[config.mk]
export PLATFORM = sky130hd
export DESIGN_NAME = seq_fixed_mul
export DESIGN_NICKNAME = d
export VERILOG_FILES = /design/src/rtl/seq_fixed_mul.sv
export SDC_FILE = /design/constraint.sdc
export NUM_CORES = 1
export LEC_CHECK = 0
export ABC_AREA = 1
export CAP_MARGIN = 20
export CORE_UTILIZATION = 50
export CTS_CLUSTER_SIZE = 20
export DETAILED_ROUTE_END_ITERATION = 8
export GPL_TIMING_DRIVEN = 0
export MAX_ROUTING_LAYER = met4
export PLACE_DENSITY = 0.69
export SLEW_MARGIN = 20
export SYNTH_ARGS = -nofsm -noshare
export SYNTH_HDL_FRONTEND = slang
export SYNTH_SLANG_ARGS = --single-unit
[constraint.sdc]
create_clock -name clk -period 7.3 [get_ports clk]
set_input_delay 0.73 -clock clk [delete_from_list [all_inputs] [get_ports clk]]
set_output_delay 0.73 -clock clk [all_outputs]
set_load 0.005 [all_outputs]
[src/rtl/seq_fixed_mul.sv]
// seq_fixed_mul: signed fixed-point multiplier, result = (a*b) >> FRAC,
// computed by a multi-cycle shift-add datapath on operand magnitudes.
//
// Ports:
//   clk, rst              clock, asynchronous active-high reset
//   in_valid/in_ready     operand handshake (in_a, in_b, in_round, in_sat)
//   out_valid/out_ready   result handshake (out_data, out_ovf)
//   in_round              1: round half away from zero, 0: truncate
//   in_sat                1: saturate on overflow, 0: wrap
//   out_ovf               true result outside the signed WIDTH-bit range
module seq_fixed_mul #(
    parameter int WIDTH  = 32,
    parameter int FRAC   = 16,
    parameter int UNROLL = 1
) (
    input  logic             clk,
    input  logic             rst,
    input  logic             in_valid,
    output logic             in_ready,
    input  logic [WIDTH-1:0] in_a,
    input  logic [WIDTH-1:0] in_b,
    input  logic             in_round,
    input  logic             in_sat,
    output logic             out_valid,
    input  logic             out_ready,
    output logic [WIDTH-1:0] out_data,
    output logic             out_ovf
);

    localparam int N  = WIDTH / UNROLL;
    localparam int CW = (N > 1) ? $clog2(N) : 1;
    localparam int AW = 2 * WIDTH;

    localparam logic [1:0] S_IDLE = 2'd0;
    localparam logic [1:0] S_CALC = 2'd1;
    localparam logic [1:0] S_FIN  = 2'd2;
    localparam logic [1:0] S_DONE = 2'd3;

    localparam logic [AW-1:0]    RND  = AW'(1) << (FRAC - 1);
    localparam logic [AW-1:0]    LIM  = AW'(1) << (WIDTH - 1);
    localparam logic [CW-1:0]    LAST = CW'(N - 1);
    localparam logic [WIDTH-1:0] SMAX = {1'b0, {(WIDTH-1){1'b1}}};
    localparam logic [WIDTH-1:0] SMIN = {1'b1, {(WIDTH-1){1'b0}}};

    logic [1:0]       state_q, state_d;
    logic [WIDTH-1:0] mag_a_q, mag_a_d;
    logic [WIDTH-1:0] mag_b_q, mag_b_d;
    logic [AW-1:0]    acc_q,   acc_d;
    logic [CW-1:0]    cnt_q,   cnt_d;
    logic             sign_q,  sign_d;
    logic             round_q, round_d;
    logic             sat_q,   sat_d;
    logic [WIDTH-1:0] data_q,  data_d;
    logic             ovf_q,   ovf_d;

    logic [AW-1:0]    acc_step;
    logic [AW-1:0]    m_c;
    logic [AW-1:0]    q_c;
    logic             ovf_c;
    logic [WIDTH-1:0] res_c;

    // UNROLL multiplier bits per cycle, LSB first; bit index = cnt*UNROLL+i.
    always_comb begin
        acc_step = acc_q;
        for (int i = 0; i < UNROLL; i++) begin
            if (((mag_b_q >> (int'(cnt_q) * UNROLL + i)) & WIDTH'(1)) != '0)
                acc_step = acc_step
                    + ({{WIDTH{1'b0}}, mag_a_q} << (int'(cnt_q) * UNROLL + i));
        end
    end

    // Rounding on the magnitude gives half-away-from-zero after the sign
    // is reapplied; the negative range admits one extra magnitude step.
    always_comb begin
        m_c   = acc_q + (round_q ? RND : '0);
        q_c   = m_c >> FRAC;
        ovf_c = sign_q ? (q_c > LIM) : (q_c > (LIM - AW'(1)));
        if (sat_q && ovf_c)
            res_c = sign_q ? SMIN : SMAX;
        else
            res_c = sign_q ? (-q_c[WIDTH-1:0]) : q_c[WIDTH-1:0];
    end

    always_comb begin
        state_d = state_q;
        mag_a_d = mag_a_q;
        mag_b_d = mag_b_q;
        acc_d   = acc_q;
        cnt_d   = cnt_q;
        sign_d  = sign_q;
        round_d = round_q;
        sat_d   = sat_q;
        data_d  = data_q;
        ovf_d   = ovf_q;
        unique case (state_q)
            S_IDLE: begin
                if (in_valid) begin
                    // -MIN wraps to 2^(WIDTH-1), which is the correct magnitude
                    mag_a_d = in_a[WIDTH-1] ? WIDTH'(-in_a) : in_a;
                    mag_b_d = in_b[WIDTH-1] ? WIDTH'(-in_b) : in_b;
                    sign_d  = in_a[WIDTH-1] ^ in_b[WIDTH-1];
                    round_d = in_round;
                    sat_d   = in_sat;
                    acc_d   = '0;
                    cnt_d   = '0;
                    state_d = S_CALC;
                end
            end
            S_CALC: begin
                acc_d = acc_step;
                cnt_d = cnt_q + 1'b1;
                if (cnt_q == LAST)
                    state_d = S_FIN;
            end
            S_FIN: begin
                data_d  = res_c;
                ovf_d   = ovf_c;
                state_d = S_DONE;
            end
            S_DONE: begin
                if (out_ready)
                    state_d = S_IDLE;
            end
            default: state_d = S_IDLE;
        endcase
    end

    always_ff @(posedge clk or posedge rst) begin
        if (rst) begin
            state_q <= S_IDLE;
            mag_a_q <= '0;
            mag_b_q <= '0;
            acc_q   <= '0;
            cnt_q   <= '0;
            sign_q  <= 1'b0;
            round_q <= 1'b0;
            sat_q   <= 1'b0;
            data_q  <= '0;
            ovf_q   <= 1'b0;
        end else begin
            state_q <= state_d;
            mag_a_q <= mag_a_d;
            mag_b_q <= mag_b_d;
            acc_q   <= acc_d;
            cnt_q   <= cnt_d;
            sign_q  <= sign_d;
            round_q <= round_d;
            sat_q   <= sat_d;
            data_q  <= data_d;
            ovf_q   <= ovf_d;
        end
    end

    assign in_ready  = (state_q == S_IDLE);
    assign out_valid = (state_q == S_DONE);
    assign out_data  = data_q;
    assign out_ovf   = ovf_q;

endmodule

==> results of run 1 <==
==> path summary, 6_finish.rpt <==
path / from / end
setup / recovery: cnt_q[0]$_DFFE_PP0P_ / acc_q[38]$_DFFE_PP0P_
hold / removal: mag_b_q[9]$_DFFE_PP0P_ / mag_b_q[9]$_DFFE_PP0P_
setup reg to reg: cnt_q[0]$_DFFE_PP0P_ / acc_q[38]$_DFFE_PP0P_
hold reg to reg: mag_b_q[9]$_DFFE_PP0P_ / mag_b_q[9]$_DFFE_PP0P_
max in group asynchronous: rst / out_data[8]$_DFFE_PP0P_
min in group asynchronous: rst / acc_q[2]$_DFFE_PP0P_
==> metal layers <==
metal	vias up	wire (um)	global-route usage, %
li1	9217	-	-
met1	8915	26730	47.37
met2	779	27620	59.49
met3	139	4491	5.733
met4	0	2356	14.74
met5	-	0	-
==> critical path, cell delays in order, from the launching register on <==
cell,delay [ns]
dfrtp_1,0.35
buf_2,0.21
clkbuf_1,0.47
clkbuf_1,0.42
o21ai_0,0.25
nand2_1,0.15
inv_1,0.06
o21ai_0,0.43
nand2_1,0.08
o21ai_0,0.20
nor2_1,0.18
ha_1,0.39
nand2_1,0.11
nor2_1,0.26
nand2_1,0.08
o21ai_0,0.80
a21boi_0,0.30
o21ai_0,0.44
nand2_1,0.10
nand2_1,0.15
nand2_1,0.07
nand2_1,0.06
o22ai_1,0.08
==> cell families (layout without fill, tap and decap cells) <==
| group | count (synthesis) | in the layout | synth area share [%] |
|---|---|---|---|
| flip-flops | 171 | 171 | 25.41 |
| multiplexers | 23 | 23 | 1.367 |
| AND/OR/NAND/NOR | 1410 | 1410 | 35.17 |
| AO/OA/AOI/OAI | 589 | 589 | 18.90 |
| adder cells (fa/ha/maj) | 75 | 75 | 5.617 |
| XOR/XNOR | 101 | 101 | 5.253 |
| buffers and inverters | 360 | 496 | 8.277 |
==> per-stage QoR <==
step / setup WS [ns] / setup TNS (ns)
6_report: 1.514 / 0
5_1_grt: 1.120 / 0
4_1_cts: 1.968 / 0
3_5_place_dp: 1.969 / 0
3_3_place_gp: -0.4444 / -70.19
2_1_floorplan: 1.938 / 0
==> cells in the mapped netlist (all sizes together) (34+ instances only) <==
master,instances,share of area [%]
a21oi,153,4.7
buf,34,1.0
clkbuf,57,1.3
dfrtp,171,25
ha,74,5.5
inv,262,5.8
nand2,788,18
nand3,166,5.1
nand4,36,1.3
nor2,362,8.8
o21ai,329,9.8
xor2,78,4.1
==> state kept, by name (all words and copies together) (netlist names) <==
name	flops
acc_q	64
mag_a_q	32
mag_b_q	32
out_data	32
cnt_q	5
state_q	2
out_ovf	1
round_q	1
sat_q	1
sign_q	1
==> layout make-up <==
class | count | area [sq um]
Inverter | 269 | 1017
Tap cell | 442 | 553.0
Clock buffer | 20 | 446.7
Fill cell | 3352 | 13800
Multi-Input combinational cell | 2198 | 11170
Timing Repair Buffer | 104 | 1059
Buffer | 91 | 384.1
Sequential cell | 171 | 4279
Clock inverter | 12 | 160.2
==> where the power goes <==
group	internal (mW)	switching (mW)	leakage (nW)
sequential	1.38	0.425	2.15
clock	0.552	0.447	0.289
combinational	2.17	4.51	6.37
total	4.10	5.39	8.80
==> summary.txt, run 1 <==
Main synth FF type: dfrtp_1
EDFF count, synth: 0
Vias/cell: 5.761
Tmin final: 5.786 ns
Worst r2r path cells: 22
Skew final: 0.01814 ns
Avg Cell Area, Syn: 6.171 sq um
Antenna violations before repair: 0
Die Area: 34420 sq um
Worst Path Arrival: 6.11 ns
Wirelength per Cell: 18.50 um
Leakage: 8.804 nW
DP Cell Count: 3275
CTS Sinks: 171
Clk root buf: clkbuf_16
Antenna cells: 0
Die Wd: 185.5 um
Placed inst area: 18460 sq um
DR DRC count: 0
Share of layout cells above drive strength 1: 4.119%
Initial drt markers: 1917
Final instance area: 19070 sq um
Post-CTS setup buffer count: 0
Initial Utilization: 51.24%
Largest net degree at the start of global routing: 100
Max Cap Violations: 0
Antenna Nets Post-Route: 0
Resize count post-CTS: 0
Crit end category: flop
Synth async-reset ratio: 100.0%
Most frequent cells in the layout: nand2_1, nor2_1, o21ai_0, inv_1, dfrtp_1
Pwr per Cell Area: 497.7 nW/um^2
Ys Warns: 0
Area grow syn2layout: 13.22%
Layout Cells excl Fill: 3307
Clk buf depth: 2
Post-synth cell types: 44
Rows: 66
Gpl congestion: 1.027
Pins Over Slew Limit: 0
Worst Path Max Fanout: 10
Synth Cell Area: 16840 sq um
Worst-path clk slew: 0.07 ns
First-pass detailed-route iteration total: 6
Clk Latency, worst-skew pair: 0.47 ns
Remaining Overflow, GRT: 0
Wirelength, routed: 61.20 mm
Hold Crit Class: flop to flop
RSZ-0062 raised after global routing: false
Synth Instances: 2729
Maximum vdd drop: 0.2759 mV
CP required: 7.62 ns
Nets: 2997
Hold Buf Count CTS: 0
Syn Nets: 2874
Final setup fails: 0
Core ar.: 32870 sq um
Die Y: 185.5 um
Overall global routing resource usage: 37.32%
Fin util: 58.01%
Post-detail-place hpwl: 50.57 mm
Synthesis-stage register bit count: 171
Total number of vias: 19050
Setup slack, reg-to-reg: 1.51 ns
CTS H-tree depth: 4
Period Utilization, post-route: 79.27%
Kind of critical path: flop to flop
Relative slew slack: 31.05%
Total power: 9.490 mW
Total CTS buffers: 17
Fmax: 172.8 MHz
Actual slew at the worst max-slew pin: 1.023 ns
First-pass GRT wire length: 94.79 mm
Commonest non-fill, non-tap cell in the layout: nand2_1
TritonCTS clock tree: yes
IO Count: 105
Element type at the critical path start: flop
Hold Violations, Final: 0
IO buf count: 103
Status: finished clean
Sequential-to-total area share from yosys stat: 25.41%
Vias in the first global route: 17880
Worst hold slack: 0.4781 ns
Hold depth: 2
Power figures use the tool's default switching activity.
==> inputs of run 2 (changes only) <==
--- a/config.mk
+++ b/config.mk
@@ -12,7 +12,7 @@
 export DETAILED_ROUTE_END_ITERATION = 8
 export GPL_TIMING_DRIVEN = 0
 export MAX_ROUTING_LAYER = met4
-export PLACE_DENSITY = 0.69
+export PLACE_DENSITY = 0.72
 export SLEW_MARGIN = 20
 export SYNTH_ARGS = -nofsm -noshare
 export SYNTH_HDL_FRONTEND = slang
==> constraint.sdc (replaced) <==
create_clock -name clk -period 4.7 [get_ports clk]
set_input_delay 0.47 -clock clk [delete_from_list [all_inputs] [get_ports clk]]
set_output_delay 0.47 -clock clk [all_outputs]
set_load 0.005 [all_outputs]
==> run 2 against run 1 <==
- largest cell class unchanged
- cell area increased by 1.1%
- setup slack got worse by 1.4 ns
- largest power group unchanged
- combinational power grew 57%
- global-route usage grew 0.24 points
- sequential cell count is the same
- die area unchanged
- first-iteration DRC count decreased by 0.99%
- sequential power rose by 57%
==> summary.txt, run 2 (synthesis results as in run 1) <==
Setup slack, reg-to-reg: 0.11 ns
Share of layout cells above drive strength 1: 5.755%
Largest net degree at the start of global routing: 36
Clk buf depth: 2
Hold Violations, Final: 0
TritonCTS clock tree: yes
Initial Utilization: 51.24%
Fmax: 218.1 MHz
Final instance area: 19280 sq um
Gpl congestion: 1.053
Worst-path clk slew: 0.08 ns
Worst Path Max Fanout: 10
Net Sw Frac: 56.71%
Nets: 2999
CP required: 5.03 ns
Remaining Overflow, GRT: 0
Antenna Nets Post-Route: 0
IO buf count: 103
Total number of vias: 19130
Power Internal: 6.441 mW
DR DRC count: 0
Kind of critical path: flop to flop
Hold Crit Class: primary input to async pin
Vias in the first global route: 17720
Clk Latency, worst-skew pair: 0.47 ns
IO Count: 105
Status: finished clean
First-pass GRT wire length: 95.39 mm
Tmin final: 4.586 ns
Largest Register: acc_q
Initial drt markers: 1898
Vias/cell: 5.778
Sequential power share: 18.9%
Most frequent cells in the layout: nand2_1, nor2_1, o21ai_0, inv_1, dfrtp_1
Clk pwr share: 10.2%
Die Area: 34420 sq um
Skew final: 0.01433 ns
Total CTS buffers: 17
Logic pwr share: 70.9%
Die Y: 185.5 um
Placed inst area: 18530 sq um
Crit end category: flop
Worst r2r path cells: 18
Worst Path Arrival: 4.92 ns
Leakage: 8.926 nW
CTS Sinks: 171
Setup TNS: 0 ns
Pwr per Cell Area: 771.8 nW/um^2
Total power: 14.88 mW
Post-detail-place hpwl: 50.94 mm
Wirelength, routed: 61.42 mm
Rows: 66
Die Wd: 185.5 um
Worst hold slack: 0.3472 ns
Relative slew slack: 34.17%
Commonest non-fill, non-tap cell in the layout: nand2_1
First-pass detailed-route iteration total: 6
Layout Cells excl Fill: 3311
DP Cell Count: 3279
Switch Pwr: 8.439 mW
Reg2reg start: cnt_q[0]$_DFFE_PP0P_
Hold Buf Count CTS: 0
Actual slew at the worst max-slew pin: 0.9772 ns
Maximum vdd drop: 0.5235 mV
Pins Over Slew Limit: 0
Max Cap Violations: 0
Clk root buf: clkbuf_16
# fillers: 3297
R2r endpoint: acc_q[60]$_DFFE_PP0P_
Wirelength per Cell: 18.55 um
Period Utilization, post-route: 97.57%
Overall global routing resource usage: 37.56%
Area grow syn2layout: 14.49%
Antenna violations before repair: 2
Core ar.: 32870 sq um
Final setup fails: 0
Element type at the critical path start: flop
CTS H-tree depth: 4
Max FFs per register: 64
## run 2: changes by cell type in the layout (fill, tap and decap cells not counted), moves of 4 or more
cell,delta
o21ai_0,-38
o21ai_1,+32
clkbuf_1,-11
clkbuf_2,+6
nand3_1,-6
nand3_2,+6
o21ai_2,+6
a21boi_0,-5
buf_1,-5
buf_12,+5
a21boi_1,+4
## run 2: power by group through the flow
stage	registers (mW)	clock network (mW)	logic (mW)
2_1_floorplan	2.56	0	7.01
3_5_place_dp	2.80	0	10.1
3_3_place_gp	2.78	0	9.91
4_1_cts	2.78	1.52	10.2
5_1_grt	2.87	1.58	11.6
6_report	2.82	1.52	10.5
## run 2: layout make-up
cell class,count,area [sq um],share of cell area (%)
timing repair buffer,109,1139,5.906
tap,442,553.0,2.868
clock inverter,12,136.4,0.7074
antenna,2,5.005,0.02596
buffer,88,391.6,2.031
multi-input combinational,2198,11290,58.54
sequential,171,4279,22.19
clock buffer,20,466.7,2.421
inverter,269,1022,5.302
## run 2: what timing repair did
action                                  in CTS  in global routing
gates resized for setup                     28                 65
pin swaps                                    0                  1
endpoints found under the setup margin      39                 42
buffers inserted                             0                  1
## run 2: worst max path at each step
stage | cells past startpoint | slack [ns] | from | endpoint
after detailed placement | 21 | -0.60 | cnt_q[0]$_DFFE_PP0P_ | acc_q[56]$_DFFE_PP0P_
after floorplan | 27 | 1.19 | cnt_q[0]$_DFFE_PP0P_ | acc_q[40]$_DFFE_PP0P_
after global placement | 21 | -0.56 | cnt_q[0]$_DFFE_PP0P_ | acc_q[56]$_DFFE_PP0P_
final | 18 | 0.11 | cnt_q[0]$_DFFE_PP0P_ | acc_q[60]$_DFFE_PP0P_
after global routing | 20 | -0.04 | cnt_q[0]$_DFFE_PP0P_ | acc_q[61]$_DFFE_PP0P_
after CTS | 23 | 0.01 | cnt_q[0]$_DFFE_PP0P_ | acc_q[58]$_DFFE_PP0P_
## run 2: metrics by stage
step	setup WS, ns	utilization [%]
2_1_floorplan	1.185	-
3_3_place_gp	-0.5577	56.07
3_5_place_dp	-0.6003	56.37
4_1_cts	0.01083	58.29
5_1_grt	-0.03742	58.66
6_report	0.1143	58.66
## run 2: critical path, cell delays in order, from the launching register on
cell and delay (ns):
dfrtp_1 0.36, buf_2 0.24, clkbuf_4 0.27, clkbuf_2 0.26, o21ai_0 0.16, o21ai_0 0.32, mux2i_1 0.17, o21ai_0 0.31
o21ai_0 0.18, ha_1 0.39, a21o_1 0.23, a31oi_1 0.33, o21ai_0 0.19, a21oi_1 0.19, nand3_2 0.19, nand2_1 0.11
nand3_1 0.12, o21ai_1 0.25, o21ai_0 0.14
## run 2: layer usage
layer  wire length, um  vias up  GRT usage [%]
li1                  -     9240              -
met1             26480     8970          47.89
met2             28160      795          59.51
met3              4468      127          5.459
met4              2308        0          15.64
met5                 0        -              -
